===== config.mk =====
export PLATFORM = sky130hd
export DESIGN_NAME = sha256_mblk_ctrl_flat
export DESIGN_NICKNAME = d
export VERILOG_FILES = /design/src/rtl/sha256_mblk_ctrl_if.sv /design/src/rtl/sha256_mblk_ctrl.sv /design/src/flat_wrapper.sv
export SDC_FILE = /design/constraint.sdc
export NUM_CORES = 1
export LEC_CHECK = 0
export ABC_AREA = 1
export BUFFER_PORTS_ARGS = -buffer_cell sky130_fd_sc_hd__buf_2
export CAP_MARGIN = 25
export CORE_MARGIN = 1
export CORE_UTILIZATION = 40
export DETAILED_ROUTE_END_ITERATION = 12
export HOLD_SLACK_MARGIN = 0.12
export PLACE_DENSITY_LB_ADDON = 0.25
export SYNTH_ARGS = -nofsm -noshare
export SYNTH_HDL_FRONTEND = slang
export SYNTH_SLANG_ARGS = --single-unit

===== constraint.sdc =====
create_clock -name clk -period 2.05 [get_ports clk]
set_clock_uncertainty 0.1 [all_clocks]
set_input_delay 0.41 -clock clk [delete_from_list [all_inputs] [get_ports clk]]
set_output_delay 0.41 -clock clk [all_outputs]
set_load 0.1 [all_outputs]

===== src/rtl/sha256_mblk_ctrl_if.sv =====
// Handshake and control bundle between the multi-block SHA-256 sequencer
// and its environment (block source, round datapath, schedule, digest regs).
interface sha256_mblk_ctrl_if #(
  parameter int CNT_W  = 6,
  parameter int BCNT_W = 16
);
  logic              start;
  logic              abort;
  logic              blk_valid;
  logic              blk_last;
  logic              blk_ready;
  logic              init_hash;
  logic              load_w;
  logic              init_regs;
  logic              round_en;
  logic [CNT_W-1:0]  round_idx;
  logic              update_hash;
  logic              busy;
  logic              done;
  logic              aborted;
  logic [BCNT_W-1:0] blk_count;

  // Environment side: issues commands and blocks, observes control strobes.
  modport master (
    output start, abort, blk_valid, blk_last,
    input  blk_ready, init_hash, load_w, init_regs, round_en, round_idx,
           update_hash, busy, done, aborted, blk_count
  );

  // Controller side.
  modport slave (
    input  start, abort, blk_valid, blk_last,
    output blk_ready, init_hash, load_w, init_regs, round_en, round_idx,
           update_hash, busy, done, aborted, blk_count
  );
endinterface


===== src/rtl/sha256_mblk_ctrl.sv =====
// Multi-block SHA-256 control FSM. Loads the IV once per message, accepts
// blocks over valid/ready, then per block sequences working-register init,
// ROUNDS compression rounds, an optional settle window and the H update.
// init_hash, load_w and aborted are Mealy strobes; the rest decode state.
module sha256_mblk_ctrl #(
  parameter int ROUNDS     = 64,
  parameter int CNT_W      = 6,
  parameter int FIN_CYCLES = 1,
  parameter int BCNT_W     = 16
) (
  input logic               clk,
  input logic               rst_n,
  sha256_mblk_ctrl_if.slave bus
);

  localparam logic [2:0] S_IDLE   = 3'd0;
  localparam logic [2:0] S_WAIT   = 3'd1;
  localparam logic [2:0] S_INIT   = 3'd2;
  localparam logic [2:0] S_ROUND  = 3'd3;
  localparam logic [2:0] S_FINAL  = 3'd4;
  localparam logic [2:0] S_UPDATE = 3'd5;
  localparam logic [2:0] S_DONE   = 3'd6;

  localparam logic [CNT_W-1:0] LAST_IDX  = CNT_W'(ROUNDS - 1);
  localparam logic [3:0]       FIN_LAST  = (FIN_CYCLES == 0) ? 4'd0 : 4'(FIN_CYCLES - 1);
  localparam bit               HAS_FINAL = (FIN_CYCLES != 0);

  logic [2:0]        r_state;
  logic [CNT_W-1:0]  r_round_idx;
  logic [BCNT_W-1:0] r_blk_count;
  logic              r_last_q;
  logic [3:0]        r_fin_cnt;

  logic [2:0] w_next;
  logic       w_abort_take;
  logic       w_blk_ready;
  logic       w_init_hash;
  logic       w_load_w;
  logic       w_init_regs;
  logic       w_round_en;
  logic       w_update_hash;
  logic       w_done;
  logic       w_aborted;
  logic       w_round_last;

  assign w_abort_take = bus.abort & (r_state != S_IDLE);
  assign w_round_last = (r_round_idx == LAST_IDX);

  // Next-state selection and control strobe decode; abort overrides everything.
  always_comb begin
    w_next        = r_state;
    w_blk_ready   = 1'b0;
    w_init_hash   = 1'b0;
    w_load_w      = 1'b0;
    w_init_regs   = 1'b0;
    w_round_en    = 1'b0;
    w_update_hash = 1'b0;
    w_done        = 1'b0;
    w_aborted     = 1'b0;
    case (r_state)
      S_IDLE: begin
        if (bus.start & ~bus.abort) begin
          w_next      = S_WAIT;
          w_init_hash = 1'b1;
        end else begin
          w_next = S_IDLE;
        end
      end
      S_WAIT: begin
        w_blk_ready = 1'b1;
        if (bus.blk_valid) begin
          w_load_w = 1'b1;
          w_next   = S_INIT;
        end else begin
          w_next = S_WAIT;
        end
      end
      S_INIT: begin
        w_init_regs = 1'b1;
        w_next      = S_ROUND;
      end
      S_ROUND: begin
        w_round_en = 1'b1;
        if (w_round_last) begin
          w_next = HAS_FINAL ? S_FINAL : S_UPDATE;
        end else begin
          w_next = S_ROUND;
        end
      end
      S_FINAL: begin
        if (r_fin_cnt == FIN_LAST) begin
          w_next = S_UPDATE;
        end else begin
          w_next = S_FINAL;
        end
      end
      S_UPDATE: begin
        w_update_hash = 1'b1;
        w_next        = r_last_q ? S_DONE : S_WAIT;
      end
      S_DONE: begin
        w_done = 1'b1;
        w_next = S_IDLE;
      end
      default: begin
        w_next = S_IDLE;
      end
    endcase
    if (w_abort_take) begin
      w_next        = S_IDLE;
      w_load_w      = 1'b0;
      w_update_hash = 1'b0;
      w_done        = 1'b0;
      w_aborted     = 1'b1;
    end else begin
      w_aborted = 1'b0;
    end
  end

  // State register.
  always_ff @(posedge clk or negedge rst_n) begin
    if (!rst_n) begin
      r_state <= S_IDLE;
    end else begin
      r_state <= w_next;
    end
  end

  // Round counter: cleared in INIT, advances through ROUND, holds at the last round.
  always_ff @(posedge clk or negedge rst_n) begin
    if (!rst_n) begin
      r_round_idx <= {CNT_W{1'b0}};
    end else if (w_abort_take) begin
      r_round_idx <= r_round_idx;
    end else if (r_state == S_INIT) begin
      r_round_idx <= {CNT_W{1'b0}};
    end else if ((r_state == S_ROUND) && !w_round_last) begin
      r_round_idx <= r_round_idx + CNT_W'(1);
    end else begin
      r_round_idx <= r_round_idx;
    end
  end

  // Settle-window counter: armed while rounds run, counts FINAL cycles.
  always_ff @(posedge clk or negedge rst_n) begin
    if (!rst_n) begin
      r_fin_cnt <= 4'd0;
    end else if ((r_state == S_FINAL) && !w_abort_take && (r_fin_cnt != FIN_LAST)) begin
      r_fin_cnt <= r_fin_cnt + 4'd1;
    end else if (r_state == S_FINAL) begin
      r_fin_cnt <= r_fin_cnt;
    end else begin
      r_fin_cnt <= 4'd0;
    end
  end

  // Remember whether the accepted block closes the message.
  always_ff @(posedge clk or negedge rst_n) begin
    if (!rst_n) begin
      r_last_q <= 1'b0;
    end else if ((r_state == S_WAIT) && bus.blk_valid && !w_abort_take) begin
      r_last_q <= bus.blk_last;
    end else begin
      r_last_q <= r_last_q;
    end
  end

  // Completed-block count: cleared on message start, saturating increment per update.
  always_ff @(posedge clk or negedge rst_n) begin
    if (!rst_n) begin
      r_blk_count <= {BCNT_W{1'b0}};
    end else if (w_init_hash) begin
      r_blk_count <= {BCNT_W{1'b0}};
    end else if (w_update_hash && (r_blk_count != {BCNT_W{1'b1}})) begin
      r_blk_count <= r_blk_count + BCNT_W'(1);
    end else begin
      r_blk_count <= r_blk_count;
    end
  end

  assign bus.blk_ready   = w_blk_ready;
  assign bus.init_hash   = w_init_hash;
  assign bus.load_w      = w_load_w;
  assign bus.init_regs   = w_init_regs;
  assign bus.round_en    = w_round_en;
  assign bus.round_idx   = r_round_idx;
  assign bus.update_hash = w_update_hash;
  assign bus.busy        = (r_state != S_IDLE);
  assign bus.done        = w_done;
  assign bus.aborted     = w_aborted;
  assign bus.blk_count   = r_blk_count;

endmodule

===== src/flat_wrapper.sv =====
// flat-port wrapper written by rule: the top's interface ports become plain ports
module sha256_mblk_ctrl_flat 
#(
  parameter int ROUNDS     = 64,
  parameter int CNT_W      = 6,
  parameter int FIN_CYCLES = 1,
  parameter int BCNT_W     = 16
)
  (clk, rst_n, bus_start, bus_abort, bus_blk_valid, bus_blk_last, bus_blk_ready, bus_init_hash, bus_load_w, bus_init_regs, bus_round_en, bus_round_idx, bus_update_hash, bus_busy, bus_done, bus_aborted, bus_blk_count);
  sha256_mblk_ctrl_if #(.CNT_W(CNT_W), .BCNT_W(BCNT_W)) bus_i ();
  input logic clk;
  input logic rst_n;
  input wire logic [$bits(bus_i.start)-1:0] bus_start;
  input wire logic [$bits(bus_i.abort)-1:0] bus_abort;
  input wire logic [$bits(bus_i.blk_valid)-1:0] bus_blk_valid;
  input wire logic [$bits(bus_i.blk_last)-1:0] bus_blk_last;
  output wire logic [$bits(bus_i.blk_ready)-1:0] bus_blk_ready;
  output wire logic [$bits(bus_i.init_hash)-1:0] bus_init_hash;
  output wire logic [$bits(bus_i.load_w)-1:0] bus_load_w;
  output wire logic [$bits(bus_i.init_regs)-1:0] bus_init_regs;
  output wire logic [$bits(bus_i.round_en)-1:0] bus_round_en;
  output wire logic [$bits(bus_i.round_idx)-1:0] bus_round_idx;
  output wire logic [$bits(bus_i.update_hash)-1:0] bus_update_hash;
  output wire logic [$bits(bus_i.busy)-1:0] bus_busy;
  output wire logic [$bits(bus_i.done)-1:0] bus_done;
  output wire logic [$bits(bus_i.aborted)-1:0] bus_aborted;
  output wire logic [$bits(bus_i.blk_count)-1:0] bus_blk_count;
  assign bus_i.start = bus_start;
  assign bus_i.abort = bus_abort;
  assign bus_i.blk_valid = bus_blk_valid;
  assign bus_i.blk_last = bus_blk_last;
  assign bus_blk_ready = bus_i.blk_ready;
  assign bus_init_hash = bus_i.init_hash;
  assign bus_load_w = bus_i.load_w;
  assign bus_init_regs = bus_i.init_regs;
  assign bus_round_en = bus_i.round_en;
  assign bus_round_idx = bus_i.round_idx;
  assign bus_update_hash = bus_i.update_hash;
  assign bus_busy = bus_i.busy;
  assign bus_done = bus_i.done;
  assign bus_aborted = bus_i.aborted;
  assign bus_blk_count = bus_i.blk_count;
  sha256_mblk_ctrl #(.ROUNDS(ROUNDS), .CNT_W(CNT_W), .FIN_CYCLES(FIN_CYCLES), .BCNT_W(BCNT_W)) u_core (.clk(clk), .rst_n(rst_n), .bus(bus_i));
endmodule

* Word level (Yosys, flattened, before mapping)
Index checks and enable logic that the tools add are counted.
** Operators by class
- $add $sub $neg :: 3
- Equality and inequality tests :: 9
- Muxes and demuxes :: 26
- Bitwise logic cells :: 4
- Reductions and logical operators :: 15
** Operators by type and width (number)
- 16-bit two-way mux :: 2
- 3-bit case mux with 6 select lines :: 1
- 16-bit by 1-bit adder with 16-bit output (second input constant) :: 1
- 16-bit inequality test (second input constant) :: 1
- 1-bit two-way mux :: 15
- 6-bit two-way mux :: 2
- 3-bit equality test (second input constant) :: 3
- 3-bit two-way mux :: 3
- 4-bit two-way mux :: 2
- 6-bit by 1-bit adder with 6-bit output (second input constant) :: 1
- 3-bit by 2-bit equality test with 1-bit output (second input constant) :: 2
- 6-bit equality test (second input constant) :: 1
- 1-bit logical AND :: 6
- 4-bit by 1-bit adder with 4-bit output (second input constant) :: 1
- 4-bit logical NOT :: 1
- 2-bit nonzero test :: 2
- 4-bit nonzero test :: 1
- 3-bit by 1-bit equality test with 1-bit output (second input constant) :: 1
- 3-bit logical NOT :: 1
- 3-bit nonzero test :: 1
- 1-bit bitwise AND :: 2
- 1-bit logical NOT :: 2
- 2-bit two-way mux :: 1
- 2-bit inequality test (second input constant) :: 1
- other kinds (2) :: 3
** Storage, ports and cells
- Register bits :: 30
- Output and inout bits :: 31

* Depth between registers and ports, before layout
Gate-level depths: netlist of run 1.
- Depth in word-level cells :: 6
- Mapped depth :: 10
- Depth with buffers taken out :: 9

* Worst setup path before layout of run 1
OpenSTA, ideal clock, no wires.
- Path type :: reg-to-output
- From :: register u_core.r_state[0]
- To :: output port bus_done
- Arrival time :: 3.407 ns
- Data required time :: 1.540 ns
- Path slack :: -1.867 ns
- Cell stages (with the launch flop) :: 3
- Buffers on the path :: 1
- Cells stage by stage :: dfrtp_1 -> buf_4 -> nor4_1
** Between the ends
- Cells in the longest elaborated chain, start to end :: 3
** Ends and longest elaborated chain
- start, declared :: RTL line sha256_mblk_ctrl.sv:28 : logic [2:0] r_state;
- start signal, assigned :: RTL line sha256_mblk_ctrl.sv:125 : r_state <= w_next;
- 3-bit equality test / 3-bit nonzero test (equally long branches) :: RTL line sha256_mblk_ctrl.sv:60, sha256_mblk_ctrl.sv:46
- 1-bit two-way mux / 1-bit bitwise AND (equally long branches) :: RTL line sha256_mblk_ctrl.sv:60, sha256_mblk_ctrl.sv:46
- 1-bit two-way mux * :: RTL line sha256_mblk_ctrl.sv:109 : if (w_abort_take) begin
- end, declared :: RTL line flat_wrapper.sv:25 : output wire logic [$bits(bus_i.done)-1:0] bus_done;
Mark *: on every way between the ends. The rest lies on a longest branch, timed or not.

* Worst setup path in the final report of run 1
- From :: register u_core.r_state[0]
- To :: output port bus_load_w
** Between the ends
- Cells in the longest elaborated chain, start to end :: 3
** Ends and longest elaborated chain
- 3-bit by 1-bit equality test with 1-bit output / 3-bit nonzero test (equally long branches) :: RTL line sha256_mblk_ctrl.sv:60, sha256_mblk_ctrl.sv:46
- 1-bit two-way mux / 1-bit bitwise AND (equally long branches) :: RTL line sha256_mblk_ctrl.sv:60, sha256_mblk_ctrl.sv:46
- 1-bit two-way mux * :: RTL line sha256_mblk_ctrl.sv:109
- end, declared :: RTL line flat_wrapper.sv:19 : output wire logic [$bits(bus_i.load_w)-1:0] bus_load_w;
Marks and branches as above.

==> out/results.ini, run 1 <==
[run_status]
status = completed

[pwr]
netSwitchingPower_w = 0.00130
leakagePower_nw = 1.25
seqPwrFrac_pct = 27.0
power.density_cell_area_nw_per_um2 = 1090
pwr-share-clk_pct = 21.8
vdd.ir_drop.worst_uv = 671
cell_internal_pwr_w = 0.00143
power_switching_share_pct = 47.6
combinationalPowerShare_pct = 51.2

[logic_synthesis]
synth-edff-count = 0
gate_count_of_the_mapped_netlist = 273
synth_fa_ha_area_share_pct = 2.60
combinational_family_with_the_most_area_after_synthesis = simple AND/OR/NAND/NOR gates
synth-seq-cells = 30
synth_async_sr_flop_share_pct = 100
synth_top_flop_cell = sky130_fd_sc_hd__dfrtp_1
ys_warn_count = 0
synth.mux.area_fraction_pct = 0
synth_cell_types = 26
area_of_the_mapped_netlist_um2 = 1920
postSynthAreaPerCell_um2 = 7.04
synth_seq_area_share_pct = 39.0
post_synth_and_or_nand_nor_area_fraction_pct = 42.7
synth_compound_area_share_pct = 4.75
post_synth_xor_area_fraction_pct = 2.28
mappedNetlistNets = 283

[route]
detail_route.vias_per_cell = 4.97
remaining_drc_errors = 0
wire_per_inst_um = 11.8
first_iter_violations = 96
routed_wirelength_mm = 4.44
antenna_violating_nets_post_route = 0
dr.pass1.iters = 4
via_count = 1870

[setup_path]
critical_path_peak_fanout = 5
worst_ep_required_time_ns = 1.54
critical_path_class = flip-flop to output pin
timing.critical_path.to_type = output pin
cp.arrival_ns = 1.48
start_kind = flip-flop

[placed_design]
gp_routability_congestion = 0.809
dp_hpwl_mm = 3.23
buffer_ports.inserted = 36
post_dp_cell_area_um2 = 2340

[global_route]
grt_overflow = 0
first_pass_grt_wire_length_mm = 7.62
first_global_vias = 1745
grt_antenna_before_repair = 0
grt_usage_pct = 18.9
grt_max_degree = 31

[floorplan]
core_region_area_um2 = 4470
die_area_um2 = 5090
rows = 24
pin_count = 37
die_y_um = 71.3
die_w_um = 71.3
initial_core_util_pct = 43.0

[layout]
fin_area_um2 = 2510
fin_util_pct = 56.2
layout-area-overhead-vs-synth_pct = 30.7
layout.area.seq_um2 = 766
design.final.nets = 333
multiInputGateArea_um2 = 1050
layout.filler_cells = 405
final_layout_size_suffix_gt1_share_pct = 28.7
diodes = 0

[timing]
post-route-min-period_ns = 1.99
tns_ns = 0
hold_ws_ns = 0.218
timing.final.crit_share_pct = 96.9
grt_setup_unrepaired = false
slew_viol_final = 0
number_of_hold_violations_in_the_final_report = 0
achievable-frequency_mhz = 503
timing_worst_slew_pin_value_ns = 0.681
timing.final.setup_violations = 0
timing.slew.headroom_pct = 54.6

[clocking]
ctsHtreeMaxLevel = 2
clock_tree_from_tritoncts = yes
cts_sinks = 30
cts.path.max_buffers = 2
numCtsBuffers = 5
clock_insertion_delay_worst_skew_ns = 0.28
clockRootBuffer = sky130_fd_sc_hd__clkbuf_8
worst_setup_hold_path_clk_slew_ns = 0.07

[flow_run]
cap_viol_max_count = 0

[min_path]
hold_path.class = primary input to flip-flop

==> cell families (layout without fill, tap and decap cells) <==
logic type      after synthesis  count (layout)
simple gates                181             181
buf+inv                      38              89
flops                        30              30
compound gates               15              15
xor+xnor                      5               5
fa+ha+maj                     4               4
==> cells in the final DEF, fill, tap and decap left out, types with 5 or more instances in the layout <==
cell type                   n
sky130_fd_sc_hd__buf_12     8
sky130_fd_sc_hd__buf_2     28
sky130_fd_sc_hd__buf_4     10
sky130_fd_sc_hd__clkbuf_8   5
sky130_fd_sc_hd__dfrtp_1   18
sky130_fd_sc_hd__dfrtp_2   12
sky130_fd_sc_hd__inv_1     27
sky130_fd_sc_hd__nand2_1   82
sky130_fd_sc_hd__nand2_2    5
sky130_fd_sc_hd__nand3_1   39
sky130_fd_sc_hd__nand4_1    8
sky130_fd_sc_hd__nor2_1    29
sky130_fd_sc_hd__nor2_2     5
sky130_fd_sc_hd__nor2_4     5
sky130_fd_sc_hd__o21ai_0    9
==> cell usage after synthesis, types with 2 or more instances <==
library cell / count / share of area (%)
sky130_fd_sc_hd__buf_6: 2 / 1.2
sky130_fd_sc_hd__ha_1: 4 / 2.6
sky130_fd_sc_hd__or2_2: 3 / 0.98
sky130_fd_sc_hd__nor2_4: 4 / 2.3
sky130_fd_sc_hd__dfrtp_1: 30 / 39
sky130_fd_sc_hd__nand2_1: 83 / 16
sky130_fd_sc_hd__o21ai_0: 9 / 2.3
sky130_fd_sc_hd__nand2_2: 5 / 1.6
sky130_fd_sc_hd__nand3_1: 39 / 10
sky130_fd_sc_hd__xnor2_1: 2 / 0.91
sky130_fd_sc_hd__nand4_1: 8 / 2.6
sky130_fd_sc_hd__buf_4: 2 / 0.78
sky130_fd_sc_hd__nor2_2: 3 / 0.98
sky130_fd_sc_hd__a21oi_1: 2 / 0.52
sky130_fd_sc_hd__nor2_1: 32 / 6.2
sky130_fd_sc_hd__xor2_1: 3 / 1.4
sky130_fd_sc_hd__inv_1: 33 / 6.4
==> power by group through the flow <==
| stage | combinational (W) | clock, W | sequential, W |
|---|---|---|---|
| 2_1_floorplan | 0.000763 | 0 | 0.000980 |
| 3_3_place_gp | 0.00130 | 0 | 0.000747 |
| 3_5_place_dp | 0.00131 | 0 | 0.000750 |
| 4_1_cts | 0.00132 | 0.000604 | 0.000740 |
| 5_1_grt | 0.00147 | 0.000630 | 0.000748 |
| 6_report | 0.00140 | 0.000595 | 0.000738 |
==> flip-flops by register name, indices dropped and copies added, names as in the netlist <==
register	cells
u_core.bus.blk_count	16
u_core.bus.round_idx	6
u_core.r_fin_cnt	4
u_core.r_state	3
u_core.r_last_q	1
==> worst paths after layout <==
| path | from | end | slack [ns] | depth (start not counted) |
|---|---|---|---|---|
| max | u_core.r_state[0] | bus_load_w | 0.06 | 8 |
| min in group asynchronous | rst_n | u_core.bus.round_idx[0] | 0.60 | 2 |
| min | bus_blk_last | u_core.r_last_q | 0.22 | 3 |
| min reg2reg | u_core.r_last_q | u_core.r_last_q | 0.43 | 2 |
| max in group asynchronous | rst_n | u_core.bus.blk_count[8] | 0.77 | 2 |
| max reg2reg | u_core.bus.blk_count[0] | u_core.bus.blk_count[12] | 0.23 | 7 |
==> area by class of cell <==
type                            instances  area share [%]
Tap cell                               52            2.59
Multi-Input combinational cell        205            41.8
Sequential cell                        30            30.5
Inverter                               34            5.57
Clock inverter                          1            1.19
Timing Repair Buffer                   47            15.3
Clock buffer                            7            3.04
==> repair_timing <==
| item | CTS | global route |
|---|---|---|
| resized for setup | 1 | 4 |
| setup endpoints to repair | 1 | 4 |
| pin swaps | 0 | 1 |
| hold buffers | 1 | 0 |
| setup buffers | 0 | 6 |
| hold endpoints to repair | 30 | 0 |
==> per-stage QoR <==
step / cells / total power (W) / worst slack [ns]
final: 376 / 0.00273 / 0.0636
after global routing: 376 / 0.00284 / 0.00260
after CTS: 370 / 0.00266 / 0.000468
after detailed placement: 361 / 0.00206 / 0.273
after global placement: 361 / 0.00205 / 0.287
after floorplan: 273 / 0.00174 / -0.387
==> layer usage <==
layer / global-route usage [%] / up-vias / routed length [um]
li1: - / 978 / -
met1: 24.1 / 859 / 2170
met2: 31.5 / 29 / 2080
met3: 5.63 / 4 / 138
met4: 4.67 / 0 / 45
met5: 0 / - / 0
==> worst max-delay path, stage by stage (launching register included) <==
cell	delay (ns)
sky130_fd_sc_hd__dfrtp_2	0.45
sky130_fd_sc_hd__nor2_4	0.19
sky130_fd_sc_hd__nand2_8	0.07
sky130_fd_sc_hd__inv_4	0.06
sky130_fd_sc_hd__nor2_4	0.04
sky130_fd_sc_hd__inv_2	0.06
sky130_fd_sc_hd__nand2_2	0.07
sky130_fd_sc_hd__clkinvlp_4	0.09
sky130_fd_sc_hd__buf_12	0.17
No activity file was read; power rests on OpenSTA's default activity.
==> run 2: changes to the inputs <==
--- a/config.mk
+++ b/config.mk
@@ -8,8 +8,9 @@
 export ABC_AREA = 1
 export BUFFER_PORTS_ARGS = -buffer_cell sky130_fd_sc_hd__buf_2
 export CAP_MARGIN = 25
+export CORE_ASPECT_RATIO = 0.5
 export CORE_MARGIN = 1
-export CORE_UTILIZATION = 40
+export CORE_UTILIZATION = 52
 export DETAILED_ROUTE_END_ITERATION = 12
 export HOLD_SLACK_MARGIN = 0.12
 export PLACE_DENSITY_LB_ADDON = 0.25
==> run 2 against run 1 <==
Effect of this change:
- utilization increased by 14 points
- clock power decreased by 24%
- count of clock-buffer cells in the layout increased by 1
- non-clock buffer count is 3 lower
- first-iteration DRC count is 29% higher
- global-route usage up 5.1 points
- sequential share of layout area up 0.59 points
- die area decreased by 22%
- combinational power is 3% lower
- critical path type unchanged
- largest power group unchanged
==> out/results.ini, run 2 (same netlist as run 1, synthesis figures left out) <==
[clocking]
numCtsBuffers = 5  ; unchanged
cts.path.max_buffers = 2  ; unchanged
clock_insertion_delay_worst_skew_ns = 0.28  ; about the same
cts_sinks = 30  ; unchanged
clock_tree_from_tritoncts = yes
clockRootBuffer = sky130_fd_sc_hd__clkbuf_8
ctsHtreeMaxLevel = 2  ; unchanged
worst_setup_hold_path_clk_slew_ns = 0.06  ; about the same

[timing]
timing.final.setup_violations = 0  ; unchanged
slew_viol_final = 0  ; unchanged
post-route-min-period_ns = 1.99  ; +0.00259 ns
tns_ns = 0  ; unchanged
grt_setup_unrepaired = true
timing.final.crit_share_pct = 97.0  ; +0.13 points
achievable-frequency_mhz = 503  ; -0.13%
timing.slew.headroom_pct = 55.0  ; +0.43 points
timing_worst_slew_pin_value_ns = 0.674  ; -0.00639 ns
number_of_hold_violations_in_the_final_report = 0  ; unchanged

[placed_design]
dp.cells = 361  ; unchanged
gp_routability_congestion = 0.863  ; +6.7%
buffer_ports.inserted = 36  ; unchanged
dp_hpwl_mm = 3.23  ; -0.20%

[layout]
final_layout_size_suffix_gt1_share_pct = 27.7  ; -0.98 points
multiInputGateArea_um2 = 1050  ; unchanged
layout.filler_cells = 266  ; -34%
design.final.nets = 330  ; -0.90%
layout_commonest_cell = sky130_fd_sc_hd__nand2_1
layout.area.seq_um2 = 766  ; unchanged
layout-area-overhead-vs-synth_pct = 28.2
mostFrequentLayoutCells = 82 x sky130_fd_sc_hd__nand2_1, 39 x sky130_fd_sc_hd__nand3_1, 29 x sky130_fd_sc_hd__nor2_1, 28 x sky130_fd_sc_hd__buf_2, 27 x sky130_fd_sc_hd__inv_1
diodes = 0  ; unchanged
stdcell_count = 372  ; -1.1%
largest_reg_flops = 16  ; unchanged
fin_util_pct = 70.6  ; +14 points

[floorplan]
die_w_um = 88.0  ; +23%
rows = 15  ; -38%
pin_count = 37  ; unchanged
core_region_area_um2 = 3490  ; -22%
die_area_um2 = 3960  ; -22%
initial_core_util_pct = 55.1  ; +12 points
die_y_um = 45  ; -37%

[global_route]
grt_usage_pct = 24.0  ; +5.1 points
grt_use_met2_pct = 41.7  ; +10 points
grt_max_degree = 31  ; unchanged
first_pass_grt_wire_length_mm = 7.22  ; -5.2%
grt_overflow = 0  ; unchanged
global_route_met3_usage_pct = 6.58  ; +0.96 points
use_met1_pct = 29.8  ; +5.7 points
grt_antenna_before_repair = 0  ; unchanged
first_global_vias = 1671  ; -4.2%
grt_busiest_layer = met2

[pwr]
power.density_cell_area_nw_per_um2 = 1030  ; -4.8%
p_total_w = 0.00255  ; -6.6%
vdd.ir_drop.worst_uv = 864  ; +29%
leakagePower_nw = 1.22  ; -2.1%
combinationalPowerShare_pct = 53.3  ; +2.1 points
seqPwrFrac_pct = 28.9  ; +1.9 points
pwr-share-clk_pct = 17.8  ; -4.0 points
cell_internal_pwr_w = 0.00127  ; -11%
power_switching_share_pct = 50.2  ; +2.6 points
netSwitchingPower_w = 0.00128  ; -1.5%

[route]
first_iter_violations = 124  ; +29%
detail_route.vias_per_cell = 5.01  ; +0.75%
antenna_violating_nets_post_route = 0  ; unchanged
dr.pass1.iters = 4  ; unchanged
wire_per_inst_um = 11.9  ; +0.62%
via_count = 1864  ; -0.32%
remaining_drc_errors = 0  ; unchanged
routed_wirelength_mm = 4.42  ; -0.45%

[setup_path]
timing.critical_path.to_type = output pin
timing.critical_path.cells = inv_4 -> nand3_1 -> nor2_2 -> nand2_2 -> clkinvlp_4 -> buf_12
critical_path_peak_fanout = 5  ; unchanged
critical_path_class = flip-flop to output pin
ff2ff_path_depth = 7  ; unchanged
ff2ff_setup_slack_ns = 0.22  ; about the same
cp.arrival_ns = 1.48  ; about the same
start_kind = flip-flop
cp_slowest_stage_delay_ns = 0.45  ; about the same
worst_ep_required_time_ns = 1.54  ; about the same
crit_path_top_delay_cell = sky130_fd_sc_hd__dfrtp_2

[min_path]
worstHoldPathCells = 3  ; unchanged
hold_path.class = primary input to flip-flop

[flow_run]
cap_viol_max_count = 0  ; unchanged

[run_status]
status = completed

[run 2: cell types whose count changed in the layout (fill, tap and decap cells not counted)]
cell	previous run	this run
sky130_fd_sc_hd__buf_4	10	7
sky130_fd_sc_hd__bufinv_16	1	0
sky130_fd_sc_hd__clkbuf_1	2	3
sky130_fd_sc_hd__inv_4	2	1
sky130_fd_sc_hd__inv_6	0	1
[run 2: layout make-up]
cell class	instances	share of cell area, %
sequential	30	31.1
clock buffer	8	3.25
tap	51	2.59
inverter	34	5.78
multi-input combinational	205	42.6
timing repair buffer	44	14.7
[run 2: worst paths after layout]
check                                              from                       end
min in group asynchronous                         rst_n   u_core.bus.blk_count[5]
worst max-delay path                  u_core.r_state[2]                bus_load_w
max in group asynchronous                         rst_n         u_core.r_state[2]
worst min-delay path                       bus_blk_last           u_core.r_last_q
worst max register to register  u_core.bus.blk_count[0]  u_core.bus.blk_count[11]
worst min register to register  u_core.bus.round_idx[1]   u_core.bus.round_idx[1]
[run 2: power groups by stage]
| stage | registers, W | clock network (W) | logic, W |
|---|---|---|---|
| after CTS | 0.000734 | 0.000466 | 0.00135 |
| after global routing | 0.000743 | 0.000493 | 0.00143 |
| after detailed placement | 0.000756 | 0 | 0.00130 |
| after global placement | 0.000751 | 0 | 0.00129 |
| final | 0.000736 | 0.000454 | 0.00136 |
| after floorplan | 0.000980 | 0 | 0.000763 |
[run 2: worst max-delay path, delay by kind of cell, from the launching register on]
kind | cells | cell delay, ns
simple gates | 3 | 0.36
flops | 1 | 0.45
buf+inv | 3 | 0.39
[run 2: timing repair]
item / 4_1_cts / 5_1_grt
endpoints found under the setup margin: 1 / 1
resized for setup: 3 / 3
hold buffers: 1 / 0
buffers inserted: 2 / 0
pin swaps: 1 / 1
hold endpoints to repair: 30 / 0
[run 2: through the flow]
stage	setup WS (ns)	area (um2)	hold WS (ns)
finish	0.0610	2470	0.231
global route	-0.000195	2470	0.242
CTS	0.0126	2460	0.230
detailed placement	0.223	2350	0.390
global placement	0.259	2350	0.384
floorplan	-0.387	1990	0.0144
[run 2: per-layer routing]
| metal | part of all wire [%] | vias to the layer above |
|---|---|---|
| met1 | 48 | 856 |
| li1 | - | 963 |
| met4 | 0.54 | 0 |
| met2 | 48 | 41 |
| met5 | 0 | - |
| met3 | 3.9 | 4 |
